**src/rtl/sde_pkg.sv**
```systemverilog
// Shared SDE stream-converter types, widths and helpers.
package sde_pkg;

  localparam int SDE_AXIS_CNT_W  = 32;
  localparam int SDE_SLOT_MAX_W  = 6;

  typedef logic [SDE_SLOT_MAX_W-1:0] sde_axis_slot_t;

  function automatic int sde_clog2_min1(input int n);
    int w;
    w = $clog2(n);
    return (w < 1) ? 1 : w;
  endfunction

endpackage

```
**src/rtl/sde_axis_keep_popcnt.sv**
```systemverilog
// Population count of a tkeep vector, used for byte accounting.
module sde_axis_keep_popcnt
  import sde_pkg::*;
#(
  parameter int W = 8
) (
  input  logic [W-1:0]               keep,
  output logic [$clog2(W+1)-1:0]     cnt
);

  localparam int CW = $clog2(W+1);

  always_comb begin
    cnt = '0;
    for (int i = 0; i < W; i++) begin
      cnt = cnt + CW'(keep[i]);
    end
  end

endmodule

```
**src/rtl/sde_c2h_axis_conv.sv**
```systemverilog
// C2H AXIS ingress: packs CL beats into PCIM words, counts packets.
// Optional byte counter under SDE_C2H_AXIS_BYTE_CNT_EN.
module sde_c2h_axis_conv
  import sde_pkg::*;
#(
  parameter int DESC_TYPE       = 0,
  parameter int PCIM_DATA_WIDTH = 512,
  parameter int AXIS_DATA_WIDTH = 64,
  parameter int USER_BIT_WIDTH  = (DESC_TYPE != 0) ? 1 : 64
) (
  input  logic                         clk,
  input  logic                         rst_n,
  input  logic                         cfg_axis_clr_pkt_cnt,
  output logic [SDE_AXIS_CNT_W-1:0]    axis_cfg_pkt_cnt,
  input  logic                         c2h_axis_valid,
  input  logic [AXIS_DATA_WIDTH-1:0]   c2h_axis_data,
  input  logic [AXIS_DATA_WIDTH/8-1:0] c2h_axis_keep,
  input  logic [USER_BIT_WIDTH-1:0]    c2h_axis_user,
  input  logic                         c2h_axis_last,
  output logic                         c2h_axis_ready,
  output logic                         axis_buf_valid,
  output logic [PCIM_DATA_WIDTH-1:0]   axis_buf_data,
  output logic [PCIM_DATA_WIDTH/8-1:0] axis_buf_keep,
  output logic [USER_BIT_WIDTH-1:0]    axis_buf_user,
  output logic                         axis_buf_last,
  input  logic                         buf_axis_ready,
`ifdef SDE_C2H_AXIS_BYTE_CNT_EN
  output logic [63:0]                  axis_cfg_byte_cnt,
`endif
  output logic                         axis_wb_pkt_cnt_req,
  output logic [SDE_AXIS_CNT_W-1:0]    axis_wb_pkt_cnt
);

  localparam int RATIO  = PCIM_DATA_WIDTH / AXIS_DATA_WIDTH;
  localparam int SLOT_W = sde_clog2_min1(RATIO);
  localparam int IKW    = AXIS_DATA_WIDTH / 8;
  localparam int OKW    = PCIM_DATA_WIDTH / 8;
  localparam sde_axis_slot_t IDX_LAST = sde_axis_slot_t'(RATIO - 1);

  generate
    if ((PCIM_DATA_WIDTH % AXIS_DATA_WIDTH) != 0) begin : g_div_chk
      $fatal(1, "AXIS width must divide PCIM width");
    end
    if ((RATIO & (RATIO - 1)) != 0) begin : g_pow2_chk
      $fatal(1, "width ratio must be a power of 2");
    end
    if (SLOT_W > SDE_SLOT_MAX_W) begin : g_slot_chk
      $fatal(1, "width ratio exceeds slot index range");
    end
  endgenerate

  logic [PCIM_DATA_WIDTH-1:0] data_q, data_d;
  logic [OKW-1:0]             keep_q, keep_d;
  logic [USER_BIT_WIDTH-1:0]  user_q, user_d;
  logic                       last_q, last_d;
  sde_axis_slot_t             idx_q, idx_d;
  logic                       out_valid_q, out_valid_d;
  logic [SDE_AXIS_CNT_W-1:0]  pkt_cnt_q, pkt_cnt_d;
  logic                       wb_req_q, wb_req_d;
  logic                       accept;

  assign c2h_axis_ready = !out_valid_q | buf_axis_ready;
  assign accept         = c2h_axis_valid & c2h_axis_ready;

  always_comb begin
    data_d      = data_q;
    keep_d      = keep_q;
    user_d      = user_q;
    last_d      = last_q;
    idx_d       = idx_q;
    out_valid_d = out_valid_q;
    if (out_valid_q && buf_axis_ready) begin
      out_valid_d = 1'b0;
    end
    if (accept) begin
      // A fresh word must not inherit keep bits from the previous one.
      if (idx_q == '0) begin
        keep_d = '0;
      end
      data_d[int'(idx_q)*AXIS_DATA_WIDTH +: AXIS_DATA_WIDTH] = c2h_axis_data;
      keep_d[int'(idx_q)*IKW +: IKW] = c2h_axis_keep;
      user_d = c2h_axis_user;
      last_d = c2h_axis_last;
      if (c2h_axis_last || (idx_q == IDX_LAST)) begin
        out_valid_d = 1'b1;
        idx_d       = '0;
      end else begin
        idx_d = idx_q + sde_axis_slot_t'(1);
      end
    end
  end

  always_comb begin
    pkt_cnt_d = pkt_cnt_q;
    wb_req_d  = accept & c2h_axis_last;
    if (cfg_axis_clr_pkt_cnt) begin
      pkt_cnt_d = '0;
    end else if (accept && c2h_axis_last) begin
      pkt_cnt_d = pkt_cnt_q + 1'b1;
    end
  end

  always_ff @(posedge clk) begin
    if (!rst_n) begin
      data_q      <= '0;
      keep_q      <= '0;
      user_q      <= '0;
      last_q      <= 1'b0;
      idx_q       <= '0;
      out_valid_q <= 1'b0;
      pkt_cnt_q   <= '0;
      wb_req_q    <= 1'b0;
    end else begin
      data_q      <= data_d;
      keep_q      <= keep_d;
      user_q      <= user_d;
      last_q      <= last_d;
      idx_q       <= idx_d;
      out_valid_q <= out_valid_d;
      pkt_cnt_q   <= pkt_cnt_d;
      wb_req_q    <= wb_req_d;
    end
  end

  assign axis_buf_valid      = out_valid_q;
  assign axis_buf_data       = data_q;
  assign axis_buf_keep       = keep_q;
  assign axis_buf_user       = user_q;
  assign axis_buf_last       = last_q;
  assign axis_cfg_pkt_cnt    = pkt_cnt_q;
  assign axis_wb_pkt_cnt     = pkt_cnt_q;
  assign axis_wb_pkt_cnt_req = wb_req_q;

`ifdef SDE_C2H_AXIS_BYTE_CNT_EN
  localparam int PCW = $clog2(IKW + 1);

  logic [PCW-1:0] beat_bytes;
  logic [63:0]    byte_cnt_q, byte_cnt_d;

  sde_axis_keep_popcnt #(
    .W (IKW)
  ) u_popcnt (
    .keep (c2h_axis_keep),
    .cnt  (beat_bytes)
  );

  always_comb begin
    byte_cnt_d = byte_cnt_q;
    if (cfg_axis_clr_pkt_cnt) begin
      byte_cnt_d = '0;
    end else if (accept) begin
      byte_cnt_d = byte_cnt_q + 64'(beat_bytes);
    end
  end

  always_ff @(posedge clk) begin
    if (!rst_n) begin
      byte_cnt_q <= '0;
    end else begin
      byte_cnt_q <= byte_cnt_d;
    end
  end

  assign axis_cfg_byte_cnt = byte_cnt_q;
`endif

endmodule

```
**config.mk**
```make
export PLATFORM = sky130hd
export DESIGN_NAME = sde_c2h_axis_conv
export DESIGN_NICKNAME = d
export VERILOG_FILES = /design/src/rtl/sde_pkg.sv /design/src/rtl/sde_axis_keep_popcnt.sv /design/src/rtl/sde_c2h_axis_conv.sv
export SDC_FILE = /design/constraint.sdc
export NUM_CORES = 1
export LEC_CHECK = 0
export CORE_AREA = 2 2 329 331
export CTS_BUF_LIST = sky130_fd_sc_hd__clkbuf_4 sky130_fd_sc_hd__clkbuf_8
export DETAILED_ROUTE_END_ITERATION = 10
export DIE_AREA = 0 0 331 333
export GPL_ROUTABILITY_DRIVEN = 0
export SYNTH_ARGS = -nofsm -noshare
export SYNTH_HDL_FRONTEND = slang
export SYNTH_HIERARCHICAL = 1
export SYNTH_SLANG_ARGS = --single-unit
```
**constraint.sdc**
```tcl
create_clock -name clk -period 4.8 [get_ports clk]
set_input_delay 1.44 -clock clk [delete_from_list [all_inputs] [get_ports clk]]
set_output_delay 1.44 -clock clk [all_outputs]
set_load 0.005 [all_outputs]
```
# ---- Word level (Yosys, flattened, before mapping)
# Cells that the tools add are included.
dict set report op_classes {
  add_sub_neg 4
  n_mul 0
  div_mod_pow 0
  n_lt_le_gt_ge 0
  n_eq_ne 1
  n_shift 4
  mux 8
  n_bitwise 4
  n_reduce_logical 6
}
# operator n
set ops {}
lappend ops {{$bwmux W512} 1}
lappend ops {{$shift A64 B33 Y512 const A} 1}
lappend ops {{$shiftx A64 B33 Y512} 1}
lappend ops {{$mux W64} 2}
lappend ops {{$bwmux W64} 1}
lappend ops {{$shift A8 B33 Y64 const A} 1}
lappend ops {{$shiftx A8 B33 Y64} 1}
lappend ops {{$neg A12 Y33} 1}
lappend ops {{$neg A9 Y33} 1}
lappend ops {{$add A32 B1 Y32 const B} 1}
lappend ops {{$add A6 B1 Y6 const B} 1}
lappend ops {{$eq A6 B3 Y1 const B} 1}
lappend ops {{$logic_not A6 Y1} 1}
lappend ops {{$mux W6} 1}
lappend ops {{$mux W1} 3}
lappend ops {{$and A1 B1 Y1} 2}
lappend ops {{$logic_and A1 B1 Y1} 2}
lappend ops {{$reduce_or A2 Y1} 1}
lappend ops {{$logic_not A1 Y1} 1}
lappend ops {{$logic_or A1 B1 Y1} 1}
lappend ops {{$not A1 Y1} 1}
lappend ops {{$or A1 B1 Y1} 1}
dict set report word_totals {
  regBits 681
  latchBits 0
  mem_bits_rw 0
  romBits 0
  input_bits 142
  out_inout_bits 708
  elab_cells 35
  n_memories 0
}

# ---- Longest topological paths before layout
# Gate-level depths: netlist of run 1.
dict set report logic_depth {
  ltp_word 5
  depth_mapped 10
  depth_no_buf 7
}

# ---- Least setup slack after synthesis of run 1
# OpenSTA, ideal clock, no wires.
dict set report synth_timing {
  path_type {input to output}
  startpoint {input port buf_axis_ready}
  endpoint {output port c2h_axis_ready}
  t_arrival_ns 2.027
  required_ns 3.360
  path_slack_ns 1.333
  path_stages 4
  path_buffers 2
  path_cell_list {nor2b_1 clkbuf_1 inv_2 buf_2}
}
dict set report synth_between {
  elab_chain_len 1
}
# item line_no
set synth_rtl {}
lappend synth_rtl {{start, declared} sde_c2h_axis_conv.sv:26} ;# input logic buf_axis_ready,
lappend synth_rtl {{$or A1 B1 Y1} sde_c2h_axis_conv.sv:62} ;# assign c2h_axis_ready = !out_valid_q | buf_axis_ready;
lappend synth_rtl {{end, declared} sde_c2h_axis_conv.sv:20} ;# output logic c2h_axis_ready,
# Every way passes these cells.

# ---- Worst setup path after layout of run 1
# Same ends and word-level chain as after synthesis.

==> impl_metrics.toml, run 1 <==
[timing]
setup_viol = 0
rsz0062_at_grt = "false"
fin_skew_ns = 0.0364
drv_slew = 0
slew_headroom_pct = 24.4
timing.final.crit_share_pct = 85.6
fin_crit_ns = 4.11
tightest_slew_ns = 1.13
fmax_mhz = 243
finalHoldViolations = 0
holdWs_ns = 0.452
setup_tns_ns = 0

[global_route]
antenna_found_initial = 12
first_global_vias = 24300
grt_pass1_wl_um = 171000
grt_max_degree = 149
grt_overflow_total = 0
gr-usage-all-layers_pct = 20.9

[floorplan]
start_util_pct = 25.9
core-area_sq_mm = 0.107
io_pins = 850
die_x_um = 331
die_area_sq_mm = 0.110
rows = 120
die_h_um = 333

[drt]
drt_iter0_markers = 1679
vias = 25100
detail-route-antenna-nets = 0
wire_per_inst_um = 22.5
drt_wl_total_um = 120000
first_pass_iters = 6
remaining_drc_errors = 0
detail_route.vias_per_cell = 4.72

[critical_path]
cp_max_fo = 7
cp-end-kind = "primary output"
path_buf_inv = 4
worstPathRequired_ns = 3.36
crit_path_max_incr_delay_ns = 0.49
critPathArrivalTime_ns = 2.67
rr_worst_depth = 7
crit_family = "buffers and inverters"
crit_type = "in -> out"
reg2reg_from = "idx_q[0]$_SDFFE_PN0P_"
crit_top_cell = "clkdlybuf4s50_1"
crit_chain = "clkdlybuf4s50_1 > nor2b_1 > buf_4 > inv_2 > clkdlybuf4s50_1"
rrSetupSlack_ns = 0.98
r2r_end = "axis_buf_data[189]$_SDFFE_PN0P_"
crit_slowest_cell = "clkdlybuf4s50_1"
critPathLaunchType = "input port"

[cts]
numCtsBuffers = 121
cts.sinks = 681
cts_setup_buffers = 0
insertion_delay_ns = 0.79
cts_tree = "yes"
clockRootBuffer = "clkbuf_8"
clk_pin_slew_ns = 0.06
cts-htree-levels = 3
ctsResizeCount = 0
clockBufferDepth = 3
hold_buffers = 0

[worst_hold_path]
min_from = "axis_buf_user[12]$_SDFFE_PN0P_"
hold_path.class = "reg -> reg"
min_path_cells = 2
min_to = "axis_buf_user[12]$_SDFFE_PN0P_"

[place]
hpwl_um = 80300
port_buffers = 849
placedCellCount = 5106

[yosys]
synthesis.area_sq_mm = 0.0276
postSynthAreaPerCell_sq_um = 8.79
synth_ff_type = "dfxtp_1"
synth-async-reset-ratio_pct = 0
synth-seq-cells = 681
ys_seq_area_share_pct = 49.4
synth_edf_count = 0
synthCells = 3143
synth.distinct_cells = 49
yosys_warnings = 6
synth_fp_nets = 3289

[pwr]
powerDensity_mw_per_mm2 = 318
p_leak_nw = 13.6
ir_drop_v = 0.000199

[cells_and_area]
instances_no_fill = 5324
fin_util_pct = 37.2
syn2layout_area_growth_pct = 43.5
fin_nets = 3972
final_common_cell = "nand2_1"
mostFrequentLayoutCells = "nand2_1, clkdlybuf4s50_1, dfxtp_1, mux2i_1, nand3_1"
drive_gt1_share_pct = 7.82

[outcome]
status = "finished, final reports clean"

[job]
cap_violations = 0
## logic make-up (layout without fill, tap and decap cells)
logic type / after synthesis / in the layout / synth area share [%]
AOI/OAI and AO/OA: 258 / 258 / 5.14
xor gates and xnor gates: 15 / 15 / 0.476
adders and majority gates: 4 / 4 / 0.181
buffers and inverters: 363 / 1135 / 6.20
DFF: 681 / 681 / 49.4
muxes: 509 / 509 / 18.4
other: 0 / 6 / 0
and+or+nand+nor: 1313 / 1313 / 20.2
## power by group
| part | internal (W) | switching (W) |
|---|---|---|
| clock | 0.00318 | 0.00256 |
| combinational | 0.000367 | 0.000740 |
| sequential | 0.00573 | 0.0000437 |
| total | 0.00927 | 0.00334 |
## final cells by class
type	instances	area, sq um
clock inverters	20	220
well taps	1403	1760
diodes	6	15.0
fillers	10700	67000
inverters	11	46.3
clock buffers	192	2320
multi-input cells	2099	12400
repair buffers	912	9230
flip-flops and latches	681	13600
## worst min-delay path, delay by kind of cell, from the launching register on
kind,cells,cell delay [ns]
compound gates,1,0.05
simple gates,1,0.05
flops,1,0.30
## per-layer routing
layer,global-route usage (%),vias to the layer above,routed length [um]
met1,25.3,12100,49100
li1,-,11900,-
met5,0,-,26
met4,10.1,4,5350
met2,33.9,925,55600
met3,6.05,252,9550
## metrics by stage
step | worst slack, ns | cell area (sq um) | power, W
final | 0.693 | 39700 | 0.0126
after global routing | 0.669 | 39600 | 0.0131
after CTS | 0.690 | 39600 | 0.0128
after detailed placement | 0.692 | 37100 | 0.00702
after global placement | 0.681 | 37100 | 0.00701
after floorplan | 1.33 | 27600 | 0.00636
## state kept, by name, indices dropped and copies added (netlist names)
register	cells
axis_buf_data	512
axis_buf_keep	64
axis_buf_last	1
axis_buf_user	64
axis_buf_valid	1
axis_cfg_pkt_cnt	32
axis_wb_pkt_cnt_req	1
idx_q	6
## how the worst max path moves through the flow
stage                     slack [ns]              to      startpoint  depth (start not counted)
after floorplan                 1.33  c2h_axis_ready  buf_axis_ready                          4
after global placement          0.68  c2h_axis_ready  buf_axis_ready                          5
after detailed placement        0.69  c2h_axis_ready  buf_axis_ready                          5
after CTS                       0.69  c2h_axis_ready  buf_axis_ready                          5
after global routing            0.67  c2h_axis_ready  buf_axis_ready                          5
final                           0.69  c2h_axis_ready  buf_axis_ready                          5
## synth_stat cells (6+ instances only)
library cell	instances	area, sq um
o31ai_1	14	105
nand3_1	286	1430
xnor2_1	9	78.8
o21ai_0	69	345
a21oi_1	150	751
nor4_1	10	62.6
and2_1	6	37.5
and4_1	10	87.6
clkbuf_2	14	70.1
nand4_1	15	93.8
buf_2	20	100
a22o_1	8	70.1
buf_4	68	510
xor2_1	6	52.6
dfxtp_1	681	13600
clkbuf_1	233	875
or4_1	14	105
mux2i_1	509	5090
buf_6	7	78.8
nor2_1	21	78.8
nand2_1	919	3450
inv_1	9	33.8
buf_1	10	37.5
No activity file was read; power rests on OpenSTA's default activity.
==> inputs of run 2 (changes only) <==
--- a/config.mk
+++ b/config.mk
@@ -5,10 +5,10 @@
 export SDC_FILE = /design/constraint.sdc
 export NUM_CORES = 1
 export LEC_CHECK = 0
-export CORE_AREA = 2 2 329 331
+export CORE_AREA = 3 3 330 332
 export CTS_BUF_LIST = sky130_fd_sc_hd__clkbuf_4 sky130_fd_sc_hd__clkbuf_8
 export DETAILED_ROUTE_END_ITERATION = 10
-export DIE_AREA = 0 0 331 333
+export DIE_AREA = 0 0 333 335
 export GPL_ROUTABILITY_DRIVEN = 0
 export SYNTH_ARGS = -nofsm -noshare
 export SYNTH_HDL_FRONTEND = slang
==> run 2 against run 1 <==
  * First-iteration DRC count rose by 1.8%
  * Count of clock-buffer cells in the layout fell by 3
  * Clock skew rose by 0.026 ns
  * Combinational power barely moved
  * Sequential power barely moved
  * Clock power rose by 2%
  * Worst setup slack got worse by 0.23 ns
==> impl_metrics.toml, run 2 (same netlist as run 1, synthesis figures left out) <==
[outcome]
status = "finished, final reports clean"

[critical_path]
crit_type = "in -> out"
critPathLaunchType = "input port"
cp_max_fo = 7
cp-end-kind = "primary output"
crit_family = "buffers and inverters"
rr_worst_depth = 6
r2r_end = "axis_buf_data[102]$_SDFFE_PN0P_"
startpoint = "buf_axis_ready"
crit_slowest_cell = "nor2b_1"
crit_top_cell = "clkdlybuf4s50_1"
crit_path_max_incr_delay_ns = 0.48
rrSetupSlack_ns = 1.13
reg2reg_from = "idx_q[0]$_SDFFE_PN0P_"
path_buf_inv = 3
crit_chain = "clkdlybuf4s50_1 > nor2b_1 > inv_2 > clkdlybuf4s50_1"
worstPathRequired_ns = 3.36
critPathArrivalTime_ns = 2.90

[timing]
fin_crit_ns = 4.34
tightest_slew_ns = 1.23
finalHoldViolations = 0
rsz0062_at_grt = "false"
fin_skew_ns = 0.0625
timing.final.crit_share_pct = 90.4
worst_slack_ns = 0.462
drv_slew = 0
slew_headroom_pct = 18.1
fmax_mhz = 231
setup_viol = 0
setup_tns_ns = 0

[global_route]
antenna_found_initial = 7
first_global_vias = 24400
grt_max_degree = 195
gr-usage-all-layers_pct = 20.6
grt_pass1_wl_um = 172000
grt_overflow_total = 0

[cts]
cts_tree = "yes"
insertion_delay_ns = 0.79
numCtsBuffers = 118
cts_setup_buffers = 0
hold_buffers = 0
cts.sinks = 681
cts-htree-levels = 3
ctsResizeCount = 0
clockRootBuffer = "clkbuf_8"
clk_pin_slew_ns = 0.06
clockBufferDepth = 3

[place]
port_buffers = 849
hpwl_um = 81200
place_ws_ns = 0.379

[drt]
wire_per_inst_um = 22.7
vias = 25000
first_pass_iters = 6
detail_route.vias_per_cell = 4.70
remaining_drc_errors = 0
drt_iter0_markers = 1710
detail-route-antenna-nets = 0
drt_wl_total_um = 121000

[worst_hold_path]
min_to = "axis_buf_user[12]$_SDFFE_PN0P_"
min_from = "axis_buf_user[12]$_SDFFE_PN0P_"
min_path_cells = 2
hold_path.class = "reg -> reg"

[cells_and_area]
fin_nets = 3970
drive_gt1_share_pct = 7.77
largest_reg_flops = 512
mostFrequentLayoutCells = "nand2_1, clkdlybuf4s50_1, dfxtp_1, mux2i_1, nand3_1"
final_common_cell = "nand2_1"
syn2layout_area_growth_pct = 43.7

[floorplan]
start_util_pct = 25.9
core-area_sq_mm = 0.107
die_x_um = 333
io_pins = 850
die_area_sq_mm = 0.112
die_h_um = 335
rows = 120

[pwr]
ir_drop_v = 0.000193
powerDensity_mw_per_mm2 = 321
p_leak_nw = 13.6

[job]
cap_violations = 0
==> run 2: cell types whose count changed in the layout (fill, tap and decap cells not counted), moves of 5 or more <==
cell	delta
diode_2	-5
clkbuf_4	-10
clkbuf_8	+7
clkinv_2	-5
==> run 2: report_power, final <==
part           total (W)  switching, W  internal (W)
combinational    0.00112      0.000757      0.000361
clock            0.00587       0.00256       0.00331
sequential       0.00577     0.0000431       0.00573
total             0.0128       0.00336       0.00940
==> run 2: area by class of cell <==
class,instances,area [sq um]
repair buffers,913,9230
clock inverters,20,255
inverters,11,46.3
well taps,1403,1760
multi-input cells,2099,12400
flip-flops and latches,681,13600
fillers,10800,66900
clock buffers,189,2340
diodes,1,2.50
==> run 2: worst max-delay path by stage <==
| stage | cells after the start | endpoint | slack [ns] |
|---|---|---|---|
| 2_1_floorplan | 4 | c2h_axis_ready | 1.33 |
| 3_3_place_gp | 9 | axis_buf_data[106]$_SDFFE_PN0P_ | 0.42 |
| 3_5_place_dp | 9 | axis_buf_data[92]$_SDFFE_PN0P_ | 0.38 |
| 4_1_cts | 4 | c2h_axis_ready | 0.47 |
| 5_1_grt | 4 | c2h_axis_ready | 0.40 |
| 6_report | 4 | c2h_axis_ready | 0.46 |
==> run 2: layer usage <==
metal,share of wire [%],vias to the layer above,routed length [um],GRT usage (%)
li1,-,11800,-,-
met1,43,12100,51800,25.8
met2,47,818,56100,33.5
met3,6.8,221,8250,5.39
met4,3.6,6,4380,8.50
met5,0.033,-,40,0
==> run 2: worst min-delay path, delay by kind of cell (launching register included) <==
kind	cells	cell delay (ns)
flip-flops	1	0.30
AND/OR/NAND/NOR	1	0.05
AO/OA/AOI/OAI	1	0.05
==> run 2: through the flow <==
step | util [%] | total power (W) | instances | hold slack (ns) | instance area, sq um
4_1_cts | 37.2 | 0.0129 | 5316 | 0.454 | 39700
3_5_place_dp | 34.8 | 0.00702 | 5107 | 0.445 | 37100
3_3_place_gp | 34.8 | 0.00701 | 5107 | 0.441 | 37100
5_1_grt | 37.2 | 0.0132 | 5317 | 0.467 | 39700
2_1_floorplan | - | 0.00636 | 3143 | 0.451 | 27600
6_report | 37.2 | 0.0128 | 5317 | 0.452 | 39700
